--- config.mk ---
export PLATFORM = sky130hd
export DESIGN_NAME = mem_access
export DESIGN_NICKNAME = d
export VERILOG_FILES = /design/src/rtl/mem_access_pkg.sv /design/src/rtl/mem_align.sv /design/src/rtl/mem_access.sv
export SDC_FILE = /design/constraint.sdc
export NUM_CORES = 1
export LEC_CHECK = 0
export BUFFER_PORTS_ARGS = -buffer_cell sky130_fd_sc_hd__buf_2
export CORE_AREA = 4 4 160 162
export CTS_CLUSTER_DIAMETER = 40
export DETAILED_ROUTE_END_ITERATION = 12
export DIE_AREA = 0 0 164 166
export PLACE_DENSITY = 0.82
export SLEW_MARGIN = 20
export SYNTH_ARGS = -nofsm -noshare
export SYNTH_HDL_FRONTEND = slang
export SYNTH_SLANG_ARGS = --single-unit
--- constraint.sdc ---
create_clock -name clk -period 6.6 [get_ports clk]
set_input_delay 1.32 -clock clk [delete_from_list [all_inputs] [get_ports clk]]
set_output_delay 1.32 -clock clk [all_outputs]
set_load 0.01 [all_outputs]
--- src/rtl/mem_access_pkg.sv ---
// Shared types and helpers for the memory-access pipeline stage.
// Latency: n/a (types and pure functions only).
// Backpressure: n/a.
package mem_access_pkg;

  // Decoded operation handed over from execute.
  typedef enum logic [4:0] {
    NOP,
    ADD,
    ADDI,
    SUB,
    LB,
    LH,
    LW,
    LD,
    LBU,
    LHU,
    LWU,
    SB,
    SH,
    SW,
    SD
  } instruction_type;

  // Encoding matches the dreq_size bus field (0=byte .. 3=dword).
  typedef enum logic [2:0] {
    MSIZE1 = 3'd0,
    MSIZE2 = 3'd1,
    MSIZE4 = 3'd2,
    MSIZE8 = 3'd3
  } mem_size_t;

  typedef enum logic [1:0] {
    IDLE,
    BUS,
    DONE
  } mem_state_t;

  function automatic logic is_load(input instruction_type op);
    return (op == LB) || (op == LH) || (op == LW) || (op == LD) ||
           (op == LBU) || (op == LHU) || (op == LWU);
  endfunction

  function automatic logic is_store(input instruction_type op);
    return (op == SB) || (op == SH) || (op == SW) || (op == SD);
  endfunction

  function automatic mem_size_t op_size(input instruction_type op);
    case (op)
      LB, LBU, SB: return MSIZE1;
      LH, LHU, SH: return MSIZE2;
      LW, LWU, SW: return MSIZE4;
      default:     return MSIZE8;
    endcase
  endfunction

  // True when the byte offset is not a multiple of the access size.
  function automatic logic is_misaligned(input mem_size_t sz, input logic [2:0] off);
    case (sz)
      MSIZE1:  return 1'b0;
      MSIZE2:  return off[0];
      MSIZE4:  return |off[1:0];
      default: return |off;
    endcase
  endfunction

endpackage

--- src/rtl/mem_align.sv ---
// Byte-lane alignment: store lane shift + strobe, load shift + sign/zero extension.
// Latency: combinational.
// Backpressure: none (pure function of its inputs).
// Ports: op/off select size and lane; store_data -> lane_data/strobe;
//        load_data -> load_result. Strobe shift is truncated to 8 bits.
module mem_align
  import mem_access_pkg::*;
(
  input  instruction_type op,
  input  logic [2:0]      off,
  input  logic [63:0]     store_data,
  input  logic [63:0]     load_data,
  output logic [63:0]     lane_data,
  output logic [7:0]      strobe,
  output logic [63:0]     load_result
);

  logic [5:0]  bit_sh;
  logic [63:0] shifted;

  assign bit_sh    = {off, 3'b000};
  assign lane_data = store_data << bit_sh;
  assign shifted   = load_data >> bit_sh;

  always_comb begin
    strobe = 8'h00;
    case (op_size(op))
      MSIZE1:  strobe = 8'h01 << off;
      MSIZE2:  strobe = 8'h03 << off;
      MSIZE4:  strobe = 8'h0F << off;
      default: strobe = 8'hFF;
    endcase
  end

  always_comb begin
    load_result = shifted;
    case (op)
      LB:      load_result = {{56{shifted[7]}},  shifted[7:0]};
      LH:      load_result = {{48{shifted[15]}}, shifted[15:0]};
      LW:      load_result = {{32{shifted[31]}}, shifted[31:0]};
      LBU:     load_result = {56'd0, shifted[7:0]};
      LHU:     load_result = {48'd0, shifted[15:0]};
      LWU:     load_result = {32'd0, shifted[31:0]};
      default: load_result = shifted;
    endcase
  end

endmodule

--- src/rtl/mem_access.sv ---
// Memory stage of the RV64 pipeline: issues data-bus requests and aligns load data.
// Latency: 1 cycle for non-memory ops; accept + bus wait + 1 for memory ops (min 2).
// Backpressure: in_ready=1 in IDLE, =out_ready in DONE, 0 while waiting on the bus.
// Ports: in_* from execute, dreq_*/dresp_* data bus, out_* to writeback.
// Optional: MEM_MISALIGN_CHECK_EN adds out_misalign and traps misaligned ops
//           without touching the bus.
module mem_access
  import mem_access_pkg::*;
#(
  parameter int ADDR_WIDTH = 64,
  parameter int DATA_WIDTH = 64
) (
  input  logic                  clk,
  input  logic                  reset,
  input  logic                  in_valid,
  output logic                  in_ready,
  input  instruction_type       in_op,
  input  logic [63:0]           in_result,
  input  logic [63:0]           in_store_data,
  input  logic [4:0]            in_rd,
  output logic                  dreq_valid,
  output logic [ADDR_WIDTH-1:0] dreq_addr,
  output logic [2:0]            dreq_size,
  output logic [7:0]            dreq_strobe,
  output logic [63:0]           dreq_data,
  input  logic                  dresp_data_ok,
  input  logic [63:0]           dresp_data,
  output logic                  out_valid,
  input  logic                  out_ready,
  output logic [63:0]           out_result,
  output logic [4:0]            out_rd,
  output logic                  out_wen
`ifdef MEM_MISALIGN_CHECK_EN
  ,
  output logic                  out_misalign
`endif
);

  if (DATA_WIDTH != 64) begin : g_dw_check
    $error("mem_access: only DATA_WIDTH = 64 is supported");
  end

  mem_state_t      state;
  instruction_type op_q;
  logic [4:0]      rd_q;

  logic            accept;
  logic            in_is_mem;
  logic            take_fault;

  instruction_type al_op;
  logic [2:0]      al_off;
  logic [63:0]     al_lane;
  logic [7:0]      al_strobe;
  logic [63:0]     al_load;

  assign in_ready  = (state == IDLE) || ((state == DONE) && out_ready);
  assign accept    = in_valid && in_ready;
  assign in_is_mem = is_load(in_op) || is_store(in_op);

`ifdef MEM_MISALIGN_CHECK_EN
  assign take_fault = in_is_mem && is_misaligned(op_size(in_op), in_result[2:0]);
`else
  assign take_fault = 1'b0;
`endif

  // One aligner serves both directions: while waiting on the bus it sees the
  // latched op/offset (load extension); otherwise it sees the incoming op
  // (store lane shift at acceptance).
  assign al_op  = (state == BUS) ? op_q : in_op;
  assign al_off = (state == BUS) ? dreq_addr[2:0] : in_result[2:0];

  mem_align u_align (
    .op          (al_op),
    .off         (al_off),
    .store_data  (in_store_data),
    .load_data   (dresp_data),
    .lane_data   (al_lane),
    .strobe      (al_strobe),
    .load_result (al_load)
  );

  always_ff @(posedge clk or negedge reset) begin
    if (!reset) begin
      state        <= IDLE;
      op_q         <= NOP;
      rd_q         <= '0;
      dreq_valid   <= 1'b0;
      dreq_addr    <= '0;
      dreq_size    <= '0;
      dreq_strobe  <= '0;
      dreq_data    <= '0;
      out_valid    <= 1'b0;
      out_result   <= '0;
      out_rd       <= '0;
      out_wen      <= 1'b0;
`ifdef MEM_MISALIGN_CHECK_EN
      out_misalign <= 1'b0;
`endif
    end else begin
      case (state)
        BUS: begin
          if (dresp_data_ok) begin
            dreq_valid  <= 1'b0;
            dreq_strobe <= '0;
            out_valid   <= 1'b1;
            out_result  <= is_load(op_q) ? al_load : '0;
            out_rd      <= rd_q;
            out_wen     <= is_load(op_q) && (rd_q != 5'd0);
            state       <= DONE;
          end
        end
        default: begin  // IDLE or DONE
          if ((state == DONE) && out_ready) begin
            out_valid    <= 1'b0;
            out_wen      <= 1'b0;
`ifdef MEM_MISALIGN_CHECK_EN
            out_misalign <= 1'b0;
`endif
            state        <= IDLE;
          end
          if (accept) begin
            if (take_fault) begin
              // Faulting address is reported in place of a result.
              out_valid    <= 1'b1;
              out_result   <= in_result;
              out_rd       <= in_rd;
              out_wen      <= 1'b0;
`ifdef MEM_MISALIGN_CHECK_EN
              out_misalign <= 1'b1;
`endif
              state        <= DONE;
            end else if (in_is_mem) begin
              op_q        <= in_op;
              rd_q        <= in_rd;
              dreq_valid  <= 1'b1;
              dreq_addr   <= in_result[ADDR_WIDTH-1:0];
              dreq_size   <= op_size(in_op);
              dreq_strobe <= is_store(in_op) ? al_strobe : 8'h00;
              dreq_data   <= is_store(in_op) ? al_lane : '0;
              out_valid   <= 1'b0;
              out_wen     <= 1'b0;
              state       <= BUS;
            end else begin
              out_valid    <= 1'b1;
              out_result   <= in_result;
              out_rd       <= in_rd;
              out_wen      <= (in_rd != 5'd0);
`ifdef MEM_MISALIGN_CHECK_EN
              out_misalign <= 1'b0;
`endif
              state        <= DONE;
            end
          end
        end
      endcase
    end
  end

endmodule

==> metrics.md, run 1 <==
| Metric | Value |
|---|---|
| Status | finished clean |
| DRT antenna net count | 0 |
| Crit. End Element | flip-flop |
| Ys Warns | 0 |
| DRC | 0 |
| RSZ-0062 raised after global routing | false |
| Worst R2R End | out_result[54] |
| Avg WL per Cell | 23.4 microns |
| Final Cycle Share | 66.6% |
| CTS Buf Count | 38 |
| CP Launch Type | flip-flop |
| Worst-path cell chain | nand2b_2, buf_4, a21boi_4, buf_4, mux2i_1, mux2i_1, mux2i_2, o2111a_2, o31ai_1 |
| Vias in the first global route | 13200 |
| WHS Endpoint | dreq_addr[3] |
| Post-CTS Setup Inserts | 0 |
| Switching share of power | 41.6% |
| Clk_lat worst skew | 520 ps |
| Synth unique cells | 58 |
| Max incr delay on CP | 730 ps |
| Syn-to-layout area delta | 28.2% |
| Initial Utilization | 52.3% |
| Clock transition at path regs | 60 ps |
| Total GRT Usage | 37.3% |
| Core area | 24100 sq um |
| Synth area leader | dfrtp_1 |
| Delay-heaviest family, CP | buffers and inverters |
| Die Area | 27200 sq um |
| Setup ws final | 2200 ps |
| Antenna violations before repair | 17 |
| Clock skew | 25.5 ps |
| Reg2reg start | out_valid |
| Sequential area share after synthesis | 43.8% |
| Post-synth top flop | dfrtp_1 |
| Hold Path Depth | 2 |
| Number of synthesized flops with an enable pin | 0 |
| Tmin final | 4400 ps |
| Cells on worst reg2reg path | 9 |
| TNS Setup | 0 ps |
| Post-synthesis cell count | 1504 |
| Slew Viols, Final | 0 |
| Hold Path Class | reg -> reg |
| Logic pwr share | 41.4% |
| Most common cell in the netlist | nand2_1 |
| Hold path start | dreq_addr[3] |
| Final count of hold timing violations | 0 |
| WP buf/inv | 2 |
| CTS Hold Buffers Added | 0 |
| Total power draw | 7.30 mW |
| Root Driver | clkbuf_16 |
| First-pass GRT wire length | 79.4 mm |
| R2R setup slack | 2200 ps |
| Core Rows | 57 |
| Share of power burned in registers | 30.3% |
| Final setup vio count | 0 |
| Worst-Margin Slew | 962 ps |
| Post-Route WL | 52.1 mm |
| Crit path max fanout | 60 |
| First DRT Iteration DRCs | 1557 |
| Resize count post-CTS | 0 |
| Commonest cells in the netlist | 458 x nand2_1, 221 x dfrtp_1, 105 x a21oi_1 |
| Max Cap Viol | 0 |
| Gpl congestion | 0.987 |
| Largest net degree at the start of global routing | 154 |
| P_sw | 3.04 mW |
| Peak supply drop | 0.340 mV |
| Crit Path Category | reg -> reg |
| Fill cell count | 2053 |
| Vias post-DR | 13700 |
| Maximum operating frequency | 227 MHz |
| Post-detail-place hpwl | 38.3 mm |
| Clock share of power | 28.3% |
| GRT overflow | 0 |
| Finished Layout Cells | 2230 |
| H-tree depth | 2 |
| Post-synth ARST share | 100% |
| Slowest CP cell | o2111a_2 |
| Vias/cell | 6.13 |
| WP data required | 6970 ps |
| Critical path arrival | 4760 ps |
| Synth area leaders | dfrtp_1 44%, nand2_1 14%, mux2i_1 7.5%, a21oi_1 4.2%, o21ai_0 2.7% |
| PwrDens | 451 nW/um^2 |
| IO buf count | 417 |
| Clock sink total | 221 |
| Synth Area per Inst | 8.39 sq um |
| Drt pass-1 iters | 5 |
| Seq cells post-synth | 221 |
| Dpl ws | 2140 ps |
| Placed cells | 2149 |
| Pint | 4.26 mW |
| Leak pwr | 8.42 nW |
| Die Ht | 166 microns |
| I/O pin count | 419 |
| Die Wd | 164 microns |
| CTS tree | built |
| NumNets Final | 2074 |
| Yosys top cell area share | 43.8% |
| Syn nets | 1713 |
| CTS Buffer Depth | 3 |
| Mapped cell area | 12600 sq um |
| Slew HR | 35.8% |
| Share of layout cells above drive strength 1 | 28.7% |
## per-layer routing
layer	vias up	global-route usage, %	part of all wire (%)
met4	10	15.0	3.9
li1	6038	-	-
met2	873	55.0	45
met1	6599	52.1	40
met3	151	10.4	11
met5	-	0	0.12
## worst register-to-register path: cells and delay by family, from the launching register on
family                 cells  cell delay [ps]
multiplexers               3              750
buffers and inverters      2             1230
flip-flops                 1              430
AND/OR/NAND/NOR            1              670
AO/OA/AOI/OAI              3             1160
## worst max path at each step
stage,to,slack [ps],cells after the start,from
CTS,out_result[54],2230,9,out_valid
floorplan,dreq_strobe[3],3320,10,in_op[2]
detailed placement,dreq_data[44],2140,9,in_op[3]
global route,out_result[43],1910,9,out_valid
global placement,dreq_data[40],2200,9,in_op[3]
finish,out_result[54],2200,9,out_valid
## through the flow
| stage | hold slack, ps | util (%) | cell area [sq um] |
|---|---|---|---|
| after global placement | 452 | 61.4 | 14800 |
| after detailed placement | 456 | 61.4 | 14800 |
| after floorplan | 468 | - | 12600 |
| after global routing | 480 | 67.1 | 16200 |
| final | 467 | 67.1 | 16200 |
| after CTS | 469 | 67.0 | 16100 |
## layout by cell type, fill, tap and decap left out, drive strengths merged, types with 10 or more instances in the layout
cell type and instances:
a21oi 105, a221oi 16, a22o 25, a31oi 29, a32oi 23, and3 41, buf 441, clkbuf 42
dfrtp 221, diode 12, inv 17, mux2 11, mux2i 98, nand2 458, nand2b 12, nand3 41
nand4 10, nor2 86, nor3 14, o21ai 69, o22ai 17, o31ai 34
## cell type report
class	count	area, sq um	share of cell area (%)
flip-flops and latches	221	5530	34.2
multi-input cells	1157	6550	40.5
diodes	12	30.0	0.186
inverters	6	22.5	0.139
well taps	324	405	2.51
clock buffers	42	1010	6.23
repair buffers	441	2290	14.2
clock inverters	27	335	2.07
## logic make-up after synthesis
group	after synthesis	share of synthesized area [%]
flip-flops	221	43.8
other	1	0.0297
AND/OR/NAND/NOR	679	22.7
buffers and inverters	126	4.46
XOR/XNOR	4	0.278
adder cells (fa/ha/maj)	2	0.198
AO/OA/AOI/OAI	355	18.3
multiplexers	116	10.2
## power by group through the flow
stage	registers, mW	logic [mW]	clock network, mW
6_report	2.21	3.02	2.07
5_1_grt	2.26	3.27	2.15
4_1_cts	2.20	2.99	2.08
3_5_place_dp	2.21	2.97	0
3_3_place_gp	2.20	2.91	0
2_1_floorplan	2.39	1.58	0
## state kept, by name, summed over array words and instances, names as in the netlist
name         cells
dreq_addr       64
dreq_data       64
out_result      64
dreq_strobe      8
op_q             5
out_rd           5
rd_q             5
dreq_size        2
dreq_valid       1
out_valid        1
out_wen          1
state            1
No activity file was read; power rests on OpenSTA's default activity.
==> run 2, diff against run 1 <==
CORE_AREA = default   (was 4 4 160 162)
CORE_MARGIN = 4   (was default)
CORE_UTILIZATION = 47   (was default)
DIE_AREA = default   (was 0 0 164 166)
PLACE_DENSITY = 0.78   (was 0.82)
clock period = 3.93 ns   (was 6.6 ns; I/O delays follow)
==> metrics.md, run 2 (synthesized netlist as in run 1, its figures left out) <==
| Metric | Value |
|---|---|
| Die Wd | 172 microns |
| Dpl ws | 592 ps |
| Largest registers | dreq_addr x64, dreq_data x64, out_result x64 |
| Slew Viols, Final | 0 |
| Drt pass-1 iters | 8 |
| TNS Setup | 0 ps |
| CTS Buf Count | 36 |
| Post-detail-place hpwl | 37.8 mm |
| Commonest non-fill, non-tap cells in the layout | 457 x nand2_1, 416 x buf_2, 221 x dfrtp_1 |
| Peak supply drop | 0.519 mV |
| Placed cells | 2163 |
| R2R setup slack | 510 ps |
| Final setup vio count | 0 |
| H-tree depth | 2 |
| Core Rows | 59 |
| Grt met3 use | 6.78% |
| Fill cell count | 2334 |
| Leak pwr | 8.40 nW |
| Resize count post-CTS | 0 |
| Clock sink total | 221 |
| Total power draw | 12.0 mW |
| CTS Hold Buffers Added | 0 |
| Root Driver | clkbuf_16 |
| Crit Path Category | reg -> reg |
| Clock transition at path regs | 60 ps |
| Die Area | 29500 sq um |
| RSZ-0062 raised after global routing | false |
| CTS tree | built |
| Die Ht | 172 microns |
| Setup ws final | 511 ps |
| Final count of hold timing violations | 0 |
| DRT antenna net count | 0 |
| Worst-Margin Slew | 828 ps |
| Clk_lat worst skew | 520 ps |
| Final Cycle Share | 87.0% |
| NumNets Final | 2075 |
| Avg WL per Cell | 23.0 microns |
| Critical path arrival | 3790 ps |
| Tmin final | 3420 ps |
| Global routing usage on met1 | 48.9% |
| IO buf count | 417 |
| Clock skew | 26.7 ps |
| Core area | 26200 sq um |
| Maximum operating frequency | 293 MHz |
| Max Cap Viol | 0 |
| Share of layout cells above drive strength 1 | 28.5% |
| PwrDens | 744 nW/um^2 |
| Hold WS | 291 ps |
| Total GRT Usage | 33.5% |
| Fin area | 16100 sq um |
| Largest net degree at the start of global routing | 155 |
| First-pass GRT wire length | 76.8 mm |
| Finished Layout Cells | 2235 |
| Vias in the first global route | 12700 |
| GRT overflow | 0 |
| Initial Utilization | 48.1% |
| Hold Path Class | in -> async |
| First DRT Iteration DRCs | 1420 |
| CP Launch Type | flip-flop |
| Slew HR | 44.6% |
| Post-CTS Setup Inserts | 0 |
| GR Layer Usage met2 | 51.1% |
| Crit. End Element | flip-flop |
| Crit path max fanout | 28 |
| Layer with the highest usage | met2 |
| Vias post-DR | 13400 |
| Commonest non-fill, non-tap cell in the layout | nand2_1 |
| Final core occ | 61.5% |
| Vias/cell | 5.98 |
| Post-Route WL | 51.3 mm |
| Status | finished clean |
| Placed Area | 14900 sq um |
| Gpl congestion | 1.01 |
| I/O pin count | 419 |
| DRC | 0 |
| WP data required | 4310 ps |
| Antenna violations before repair | 10 |
| CTS Buffer Depth | 3 |
| Syn-to-layout area delta | 27.8% |
run 2: cell count changes in the layout (fill, tap and decap cells not counted), sizes merged:
| cell | change |
|---|---|
| diode | -5 |
| buf | +3 |
| clkbuf | +3 |
| clkinv | -3 |
| inv | -2 |
| bufinv | -1 |
| clkinvlp | -1 |
run 2: report_power, final:
group          total [mW]  switching (mW)  leakage, nW  internal (mW)
Sequential           3.69           0.551         2.81           3.14
Combinational        5.08            3.21         5.00           1.87
Clock                3.22            1.21        0.586           2.01
run 2: layout make-up:
class	instances	area [sq um]	share of cell area, %
Antenna cell	7	17.5	0.109
Multi-Input combinational cell	1157	6560	40.7
Sequential cell	221	5530	34.3
Timing Repair Buffer	444	2360	14.7
Clock inverter	20	228	1.41
Tap cell	335	419	2.60
Inverter	6	22.5	0.140
Clock buffer	45	986	6.12
run 2: path summary, 6_finish.rpt:
check                           cells after the start       endpoint     startpoint
max in group asynchronous                           2   dreq_data[6]          reset
worst max-delay path                                8  out_result[1]      out_valid
worst max register to register                      8  out_result[1]      out_valid
min in group clk                                    3  dreq_addr[38]  in_result[38]
worst min-delay path                                1  dreq_addr[28]          reset
worst min register to register                      2  dreq_addr[45]  dreq_addr[45]
run 2: per-layer routing:
layer	share of wire, %	wire [microns]
met1	42	21600
met2	45	23300
met3	10	5140
met4	2.5	1260
met5	0.10	53
run 2: critical path: stages, from the launching register on:
cell and delay (ps):
dfrtp_1 450, nand2b_2 510, mux2i_4 530, buf_4 430, mux4_2 400, nand2_1 80
o21ai_0 160, a221oi_1 600, nor2_1 100
